`src/rtl/arythcrypt_pkg.sv`:
```
// arythcrypt_pkg: shared definitions for the arythcrypt engine.
//   - opcode encodings for the Control field
//   - FSM state enum
//   - width-parametrised rotate helpers (operate on up to MAX_WIDTH bits;
//     bits at or above 'width' are ignored on input and zero on output)
package arythcrypt_pkg;

    localparam int unsigned MAX_WIDTH = 64;

    localparam logic [3:0] OP_ADD   = 4'd0;
    localparam logic [3:0] OP_SUB   = 4'd1;
    localparam logic [3:0] OP_XOR   = 4'd2;
    localparam logic [3:0] OP_ROTL  = 4'd3;
    localparam logic [3:0] OP_ROTR  = 4'd4;
    localparam logic [3:0] OP_MUL   = 4'd5;
    localparam logic [3:0] OP_LDKEY = 4'd6;
    localparam logic [3:0] OP_ENC   = 4'd7;
    localparam logic [3:0] OP_DEC   = 4'd8;

    typedef enum logic {
        StIdle,
        StRun
    } state_e;

    // Rotate the low 'width' bits of x left by amt (amt < width).
    function automatic logic [MAX_WIDTH-1:0] rotl_w(input logic [MAX_WIDTH-1:0] x,
                                                    input logic [5:0]           amt,
                                                    input int unsigned          width);
        logic [MAX_WIDTH-1:0] r;
        int unsigned          dst;
        r = '0;
        for (int unsigned i = 0; i < MAX_WIDTH; i++) begin
            if (i < width) begin
                dst = (i + 32'(amt)) % width;
                r[dst[5:0]] = x[i[5:0]];
            end
        end
        return r;
    endfunction

    // Rotate the low 'width' bits of x right by amt (amt < width).
    function automatic logic [MAX_WIDTH-1:0] rotr_w(input logic [MAX_WIDTH-1:0] x,
                                                    input logic [5:0]           amt,
                                                    input int unsigned          width);
        logic [MAX_WIDTH-1:0] r;
        int unsigned          dst;
        r = '0;
        for (int unsigned i = 0; i < MAX_WIDTH; i++) begin
            if (i < width) begin
                dst = (i + width - (32'(amt) % width)) % width;
                r[dst[5:0]] = x[i[5:0]];
            end
        end
        return r;
    endfunction

endpackage

```
`src/rtl/arythcrypt_round.sv`:
```
// arythcrypt_round: combinational cipher round, shared by ENC and DEC.
//   x_i      : current state word
//   key_i    : round key (used unchanged by every round)
//   rc_i     : round constant, zero-extended to WIDTH
//   dir_i    : 0 = forward  x' = rotl1(x + key) ^ rc
//              1 = inverse  x' = rotr1(x ^ rc) - key
//   x_next_o : next state word
module arythcrypt_round #(
    parameter int unsigned WIDTH = 8,
    parameter int unsigned RCW   = 4
) (
    input  logic [WIDTH-1:0] x_i,
    input  logic [WIDTH-1:0] key_i,
    input  logic [RCW-1:0]   rc_i,
    input  logic             dir_i,
    output logic [WIDTH-1:0] x_next_o
);

    logic [WIDTH-1:0] rc_ext;
    logic [WIDTH-1:0] fwd_sum;
    logic [WIDTH-1:0] inv_mix;

    always_comb begin
        rc_ext  = WIDTH'(rc_i);
        fwd_sum = x_i + key_i;
        inv_mix = x_i ^ rc_ext;
        if (dir_i) begin
            x_next_o = {inv_mix[0], inv_mix[WIDTH-1:1]} - key_i;
        end else begin
            x_next_o = {fwd_sum[WIDTH-2:0], fwd_sum[WIDTH-1]} ^ rc_ext;
        end
    end

endmodule

```
`src/rtl/arythcrypt_engine.sv`:
```
// arythcrypt_engine: arithmetic/crypto datapath with valid/ready handshakes.
//   CLK, Reset         : clock (rising edge) and synchronous active-high reset
//   I1, I2, Control    : request operands and opcode, taken when in_valid & in_ready
//   in_valid/in_ready  : request handshake
//   OUTPUT, err        : result register and reserved-opcode flag
//   out_valid/out_ready: result handshake
//   busy               : ENC/DEC rounds in progress
// Single-cycle ops complete on the accept edge; ENC/DEC run ROUNDS rounds,
// one per cycle, through a single shared round unit.
module arythcrypt_engine
    import arythcrypt_pkg::*;
#(
    parameter int unsigned WIDTH  = 8,
    parameter int unsigned ROUNDS = 4,
    parameter int unsigned RCW    = 4
) (
    input  logic             CLK,
    input  logic             Reset,
    input  logic [WIDTH-1:0] I1,
    input  logic [WIDTH-1:0] I2,
    input  logic [3:0]       Control,
    input  logic             in_valid,
    output logic             in_ready,
    output logic [WIDTH-1:0] OUTPUT,
    output logic             out_valid,
    input  logic             out_ready,
    output logic             err,
    output logic             busy
);

    localparam int unsigned  AmtW   = $clog2(WIDTH);
    localparam logic [RCW-1:0] RcLast = RCW'(ROUNDS - 1);

    state_e           state_q, state_d;
    logic [WIDTH-1:0] key_q, key_d;
    logic [WIDTH-1:0] x_q, x_d;
    logic [RCW-1:0]   rc_q, rc_d;
    logic             dir_q, dir_d;
    logic [WIDTH-1:0] out_q, out_d;
    logic             out_valid_q, out_valid_d;
    logic             err_q, err_d;

    logic             accept;
    logic             last_round;
    logic [WIDTH-1:0] round_out;
    logic [AmtW-1:0]  rot_amt;
    logic [WIDTH-1:0] rotl_res;
    logic [WIDTH-1:0] rotr_res;
    logic [WIDTH-1:0] mul_res;

    arythcrypt_round #(
        .WIDTH (WIDTH),
        .RCW   (RCW)
    ) u_round (
        .x_i      (x_q),
        .key_i    (key_q),
        .rc_i     (rc_q),
        .dir_i    (dir_q),
        .x_next_o (round_out)
    );

    always_comb begin
        rot_amt  = I2[AmtW-1:0];
        rotl_res = WIDTH'(rotl_w(MAX_WIDTH'(I1), 6'(rot_amt), WIDTH));
        rotr_res = WIDTH'(rotr_w(MAX_WIDTH'(I1), 6'(rot_amt), WIDTH));
        mul_res  = I1 * I2;
    end

    always_comb begin
        in_ready   = (state_q == StIdle) & (!out_valid_q | out_ready);
        accept     = in_valid & in_ready;
        last_round = dir_q ? (rc_q == '0) : (rc_q == RcLast);

        state_d     = state_q;
        key_d       = key_q;
        x_d         = x_q;
        rc_d        = rc_q;
        dir_d       = dir_q;
        out_d       = out_q;
        err_d       = err_q;
        out_valid_d = out_valid_q;

        // Consumption first; a result written below on the same edge re-sets it.
        if (out_valid_q && out_ready) begin
            out_valid_d = 1'b0;
        end

        case (state_q)
            StIdle: begin
                if (accept) begin
                    case (Control)
                        OP_ADD: begin
                            out_d = I1 + I2;
                            err_d = 1'b0;
                            out_valid_d = 1'b1;
                        end
                        OP_SUB: begin
                            out_d = I1 - I2;
                            err_d = 1'b0;
                            out_valid_d = 1'b1;
                        end
                        OP_XOR: begin
                            out_d = I1 ^ I2;
                            err_d = 1'b0;
                            out_valid_d = 1'b1;
                        end
                        OP_ROTL: begin
                            out_d = rotl_res;
                            err_d = 1'b0;
                            out_valid_d = 1'b1;
                        end
                        OP_ROTR: begin
                            out_d = rotr_res;
                            err_d = 1'b0;
                            out_valid_d = 1'b1;
                        end
                        OP_MUL: begin
                            out_d = mul_res;
                            err_d = 1'b0;
                            out_valid_d = 1'b1;
                        end
                        OP_LDKEY: begin
                            key_d = I2;
                            out_d = I2;
                            err_d = 1'b0;
                            out_valid_d = 1'b1;
                        end
                        OP_ENC: begin
                            x_d     = I1;
                            rc_d    = '0;
                            dir_d   = 1'b0;
                            state_d = StRun;
                        end
                        OP_DEC: begin
                            x_d     = I1;
                            rc_d    = RcLast;
                            dir_d   = 1'b1;
                            state_d = StRun;
                        end
                        default: begin
                            out_d = '0;
                            err_d = 1'b1;
                            out_valid_d = 1'b1;
                        end
                    endcase
                end
            end
            StRun: begin
                x_d = round_out;
                if (last_round) begin
                    out_d       = round_out;
                    err_d       = 1'b0;
                    out_valid_d = 1'b1;
                    state_d     = StIdle;
                end else begin
                    rc_d = dir_q ? (rc_q - RCW'(1)) : (rc_q + RCW'(1));
                end
            end
            default: begin
                state_d = StIdle;
            end
        endcase
    end

    always_ff @(posedge CLK) begin
        if (Reset) begin
            state_q     <= StIdle;
            key_q       <= '0;
            x_q         <= '0;
            rc_q        <= '0;
            dir_q       <= 1'b0;
            out_q       <= '0;
            out_valid_q <= 1'b0;
            err_q       <= 1'b0;
        end else begin
            state_q     <= state_d;
            key_q       <= key_d;
            x_q         <= x_d;
            rc_q        <= rc_d;
            dir_q       <= dir_d;
            out_q       <= out_d;
            out_valid_q <= out_valid_d;
            err_q       <= err_d;
        end
    end

    assign OUTPUT    = out_q;
    assign out_valid = out_valid_q;
    assign err       = err_q;
    assign busy      = (state_q == StRun);

endmodule

```
`config.mk`:
```
export PLATFORM = sky130hd
export DESIGN_NAME = arythcrypt_engine
export DESIGN_NICKNAME = d
export VERILOG_FILES = /design/src/rtl/arythcrypt_pkg.sv /design/src/rtl/arythcrypt_round.sv /design/src/rtl/arythcrypt_engine.sv
export SDC_FILE = /design/constraint.sdc
export NUM_CORES = 1
export LEC_CHECK = 0
export CORE_MARGIN = 4
export CORE_UTILIZATION = 40
export DETAILED_ROUTE_END_ITERATION = 10
export GPL_TIMING_DRIVEN = 1
export SLEW_MARGIN = 20
export SYNTH_ARGS = -nofsm -noshare
export SYNTH_HDL_FRONTEND = slang
export SYNTH_SLANG_ARGS = --single-unit
```
`constraint.sdc`:
```
create_clock -name CLK -period 5.45 [get_ports CLK]
set_input_delay 0.8175 -clock CLK [delete_from_list [all_inputs] [get_ports CLK]]
set_output_delay 0.8175 -clock CLK [all_outputs]
set_load 0.005 [all_outputs]
```
; Yosys cells after proc, flatten, opt, wreduce, memory -nomap -nowiden
; Index checks and enable logic that the tools add are counted.
[totals]
n_memories = 0
regBits = 32
out_inout_bits = 12
input_bits = 24
wordCells = 188
mem_bits_rw = 0
latch_bits = 0
romBits = 0
[classes]
reduce_logical = 28
shift = 0
n_lt_le_gt_ge = 32
addsub = 21
mux = 74
bitwise = 9
n_div = 0
n_eq_ne = 15
mul = 1
[op_table]
columns = operator, count
row1 = $bwmux 64, 14
row2 = $and 64x8->64, 2
row3 = $lt 3x7->1 const B, 16
row4 = $pmux 8 s8, 1
row5 = $demux 1 s3, 16
row6 = $ge 3x1->1 const B, 16
row7 = $mux 8, 5
row8 = $pmux 8 s2, 2
row9 = $mux 1, 26
row10 = $logic_and 1x1->1, 17
row11 = $add 8x8->8, 2
row12 = $eq 4x3->1 const B, 4
row13 = $pmux 4 s2, 2
row14 = $sub 8x8->8, 2
row15 = $xor 8x4->8, 2
row16 = $add 3x3->3 const A, 4
row17 = $eq 4x2->1 const B, 3
row18 = $mux 4, 3
row19 = $reduce_and 3->1, 4
row20 = $sub 3x3->3 const A, 4
row21 = $pmux 1 s2, 5
row22 = $logic_not 4->1, 2
row23 = $mul 8x8->8, 1
row24 = $ne 2x2->1 const B, 4
row25 = 19 further kinds, 23

; Logic depth before layout (Yosys ltp)
[logic_depth]
word_depth = 16
mapped_depth = 19
depth_no_buf = 17

; Modules after synthesis
; From an unflattened synthesis, not the netlist that was laid out.
[hier_totals]
cells_unflattened = 713
hier_area_um2 = 5306.3
[modules_own_cells]
columns = mod, seq_area_each_um2, cells_each, area_each_um2, instances
row1 = arythcrypt_engine, 640.6, 615, 4568.1, 1
row2 = arythcrypt_round, 0.0, 98, 738.2, 1

; Least setup slack after synthesis
; OpenSTA, ideal clock, no wires.
[synth_path]
path_kind = input to register
start = input I2[0]
end = register out_q[7] (netlist: OUTPUT[7])
required_time_ns = 5.324
arrival_ns = 4.959
setup_slack_ns = 0.365
path_buffers = 4
setup_time_ns = 0.126
path_stages = 18
path_cell_list = buf_2 buf_1 buf_2 clkbuf_1 and2_1 fa_1 ha_1 inv_1 fa_1 inv_1 fa_1 a21o_1 a21oi_1 xnor3_1 xnor3_1 a211o_1 nor4_1 nor4_1
[synth_via]
elab_chain_len = 16
elab_cells_between_ends = 117
classes_between = add/sub: 17 / mul: 1 / order compare: 32 / mux: 49 / bitwise: 2 / reduce/logical: 16
[synth_rtl]
columns = item, line_no
row1 = start: declaration, arythcrypt_engine.sv:20  ; input logic [WIDTH-1:0] I2,
row2 = $sub 1x3->3, arythcrypt_pkg.sv:50  ; dst = (i + width - (32'(amt) % width)) % width;
row3 = $lt 3x7->1 (implied by the code) or $ge 3x1->1 (tied branches), arythcrypt_pkg.sv:51  ; r[dst[5:0]] = x[i[5:0]];
row4 = $logic_and 1x1->1 (implied by the code), arythcrypt_pkg.sv:51
row5 = $mux 1 (implied by the code), arythcrypt_pkg.sv:51
row6 = $demux 1 s3, arythcrypt_pkg.sv:51
row7 = $and 64x8->64 (no line), --
row8 = $bwmux 64 (7 in a row), arythcrypt_pkg.sv:51
row9 = $pmux 8 s8 *, arythcrypt_engine.sv:91  ; case (Control)
row10 = $mux 8 *, arythcrypt_engine.sv:90  ; if (accept) begin
row11 = $pmux 8 s2 *, arythcrypt_engine.sv:88  ; case (state_q)
row12 = end signal: assignment, arythcrypt_engine.sv:181  ; out_q <= out_d;
row13 = end: declaration, arythcrypt_engine.sv:39  ; logic [WIDTH-1:0] out_q, out_d;
; Mark *: on every way between the ends. The rest lies on a longest branch, timed or not. The select of a mux whose other input is x is not followed.
; A chain may end at the register's enable or synchronous reset.

; Final worst setup path
[layout_path]
start = input I2[2]
end = register out_q[7] (netlist: OUTPUT[7])
; Same word-level chain as after synthesis.

==> results.yml <==
worst_setup_path:
  critPathRequiredTime_ps: 5600
  crit_start: "I2[2]"
  ff2ff_path_depth: 8
  startpoint_type: "input pin"
  cp-endpoint: "OUTPUT[7]"
  crit_fanout: 6
  reg2reg_from: "dir_q"
  crit_path_end_kind: "register"
  cp.arrival_ps: 5280
  reg2reg_to: "OUTPUT[4]"
  r2r_setup_slack_ps: 2370
  crit_type: "in2reg"
worst_hold_path:
  min_path_type: "reg2reg"
timing:
  finalHoldViolCount: 0
  grt_setup_unrepaired: "false"
  finalSetupViolations: 0
  period_share_pct: 94.15
  fin_tns_setup_ps: 0
  slew_viol_final: 0
  period_needed_ps: 5131
  hold_ws_ps: 504.8
  setup_ws_ps: 318.7
  relSlewSlack_pct: 37.20
  worst_pin_slew_ps: 940.0
  skew_ps: 5.584
  fmax_ghz: 0.1949
finish:
  stdcell_area_sq_mm: 0.005883
  finalCoreUtilization_pct: 46.62
  drive_gt1_share_pct: 7.767
  synthToLayoutAreaGrowth_pct: 13.93
  final_cell_count_no_fill: 893
  diodes: 0
  fillCellCount: 1314
  fin_nets: 806
logic_synthesis:
  netlist_area_sq_mm: 0.005164
  synthArstFlopShare_pct: 0
  synth.most_common_cell: "nor2_1"
  ys_seq_area_share_pct: 12.41
  synth-edff-count: 0
  yosys-top-cells-area: "dfxtp_1 (12%), ha_1 (11%), fa_1 (6.2%)"
  yosys_warnings: 0
  synthFlopType: "dfxtp_1"
  syn_area_per_cell_sq_um: 7.377
  synth_top_cell_by_area: "dfxtp_1"
  synth_nets: 786
  synth_cell_types: 72
  ys_seq_elements: 32
  syn_inst: 700
  ys_top_cells_by_count: "nor2_1 (75), a21oi_1 (61), nand2_1 (55), inv_1 (47), ha_1 (46)"
  yosysTopAreaCellShare_pct: 12.41
cts:
  htree_levels: 2
  clock_latency_ps: 280
  clock-root-buffer: "clkbuf_16"
  cts_buffers: 5
  clockBufferDepth: 2
  cts_setup_buffers: 0
  cts_hold_buf: 0
  cts_tree: "yes"
  clock_sinks: 32
  cts_resized: 0
  clk_pin_slew_ps: 60
floorplanning:
  ios: 36
  start_util_pct: 40.92
  rows: 41
  core_sq_mm: 0.01262
  die-area_sq_mm: 0.01479
  fp.dieW_microns: 121.6
  fp.dieH_microns: 121.6
global_route:
  grt_overflow: 0
  grt_pass1_vias: 5354
  busiest_layer: "met2"
  grt_max_degree: 55
  groute.usage.overall_pct: 24.75
  grt_pass1_wl_microns: 28960
  use_met3_pct: 2.646
  grtUsageMet1_pct: 35.89
  antenna_found_initial: 0
  grtUsageMet2_pct: 38.79
detailed_routing:
  drt.antenna.violating_nets: 0
  wire_per_inst_microns: 20.21
  vias: 5362
  drtPass1Iterations: 5
  drcViolationCount: 0
  wirelength_microns: 18050
  drt_iter0_drc: 502
  routed_via_density: 6.004
placed_design:
  gp_congestion: 0.9268
  placed_area_sq_mm: 0.005734
  hpwl_microns: 13380
  dp_cells: 885
  place.port_buffers: 35
  place_ws_ps: 8.076
run:
  drv_cap: 0
power_and_ir_drop:
  p_total_mw: 1.056
  power.density_mw_per_mm2: 179.6
  leakage_nw: 2.420
  peakVddDrop_uv: 99.73
status:
  status: "complete, no violations"
[placed cells by master, fill, tap and decap left out, types with 3 or more instances in the layout]
cell	instances
mux2_2	3
clkbuf_16	5
o22ai_1	6
o21bai_1	4
nor4_1	6
ha_1	46
a311oi_1	8
nor3b_1	7
nor2b_1	17
nand2b_1	6
o2111ai_1	3
clkdlybuf4s50_1	34
a32oi_1	4
and2_1	15
o211ai_1	5
fa_1	16
nor3_1	16
mux4_2	5
nor2_1	75
a221oi_1	4
nand3_1	19
or3_1	5
and3_1	5
nand4_1	4
mux2i_1	11
a211o_1	4
a211oi_1	14
nand3b_1	3
a21o_1	13
nand2_1	55
o21ai_0	18
inv_1	47
o21a_1	7
xor2_1	11
buf_4	32
a21oi_1	61
a22oi_1	6
dfxtp_1	32
xnor2_1	35
a31oi_1	12
[flip-flops by register name, summed over array words and instances (netlist names)]
signal and flops:
OUTPUT 8, busy 1, dir_q 1, err 1
key_q 8, out_valid 1, rc_q 4, x_q 8
[layer usage]
layer | up-vias | wire [microns]
met5 | - | 0
met4 | 0 | 541
met3 | 47 | 1384
met2 | 239 | 7950
met1 | 2533 | 8171
li1 | 2543 | -
[cell families after synthesis]
kind of cell             after synthesis  synth area share [%]
AO/OA/AOI/OAI                        193                 25.27
multiplexers                          20                 5.185
buffers and inverters                103                 8.020
AND/OR/NAND/NOR                      242                 23.09
XOR/XNOR                              48                 8.674
adder cells (fa/ha/maj)               62                 17.35
flip-flops                            32                 12.41
[critical path, cell delays in order]
cell             delay, ps
clkdlybuf4s50_1        620
nand2_1                150
fa_1                   430
fa_1                   550
inv_1                   50
fa_1                   470
inv_1                   60
fa_1                   540
inv_1                   40
ha_1                   330
a21oi_1                170
xnor3_1                240
xnor3_1                190
a211o_1                300
nor4_1                 240
nor4_1                  90
[power by group]
part	total [mW]	internal (mW)	leakage (nW)	switching [mW]
Combinational	0.527	0.227	2.09	0.300
Clock	0.278	0.170	0.0660	0.108
Sequential	0.252	0.243	0.260	0.00835
Total	1.06	0.640	2.42	0.416
[how the worst min path moves through the flow]
stage	start	end	cells past startpoint
6_report	OUTPUT[4]	OUTPUT[4]	2
5_1_grt	OUTPUT[2]	OUTPUT[2]	2
4_1_cts	OUTPUT[5]	OUTPUT[5]	2
3_5_place_dp	err	err	2
3_3_place_gp	OUTPUT[2]	OUTPUT[2]	2
2_1_floorplan	err	err	2
[final cells by class]
| class | instances | area (sq um) | area share [%] |
|---|---|---|---|
| Multi-Input combinational cell | 565 | 4109 | 69.84 |
| Sequential cell | 32 | 640.6 | 10.89 |
| Timing Repair Buffer | 67 | 585.6 | 9.953 |
| Tap cell | 172 | 215.2 | 3.658 |
| Inverter | 49 | 183.9 | 3.126 |
| Clock buffer | 5 | 125.1 | 2.127 |
| Clock inverter | 3 | 23.77 | 0.4041 |
Note: power is estimated with default switching activity, not from simulation.
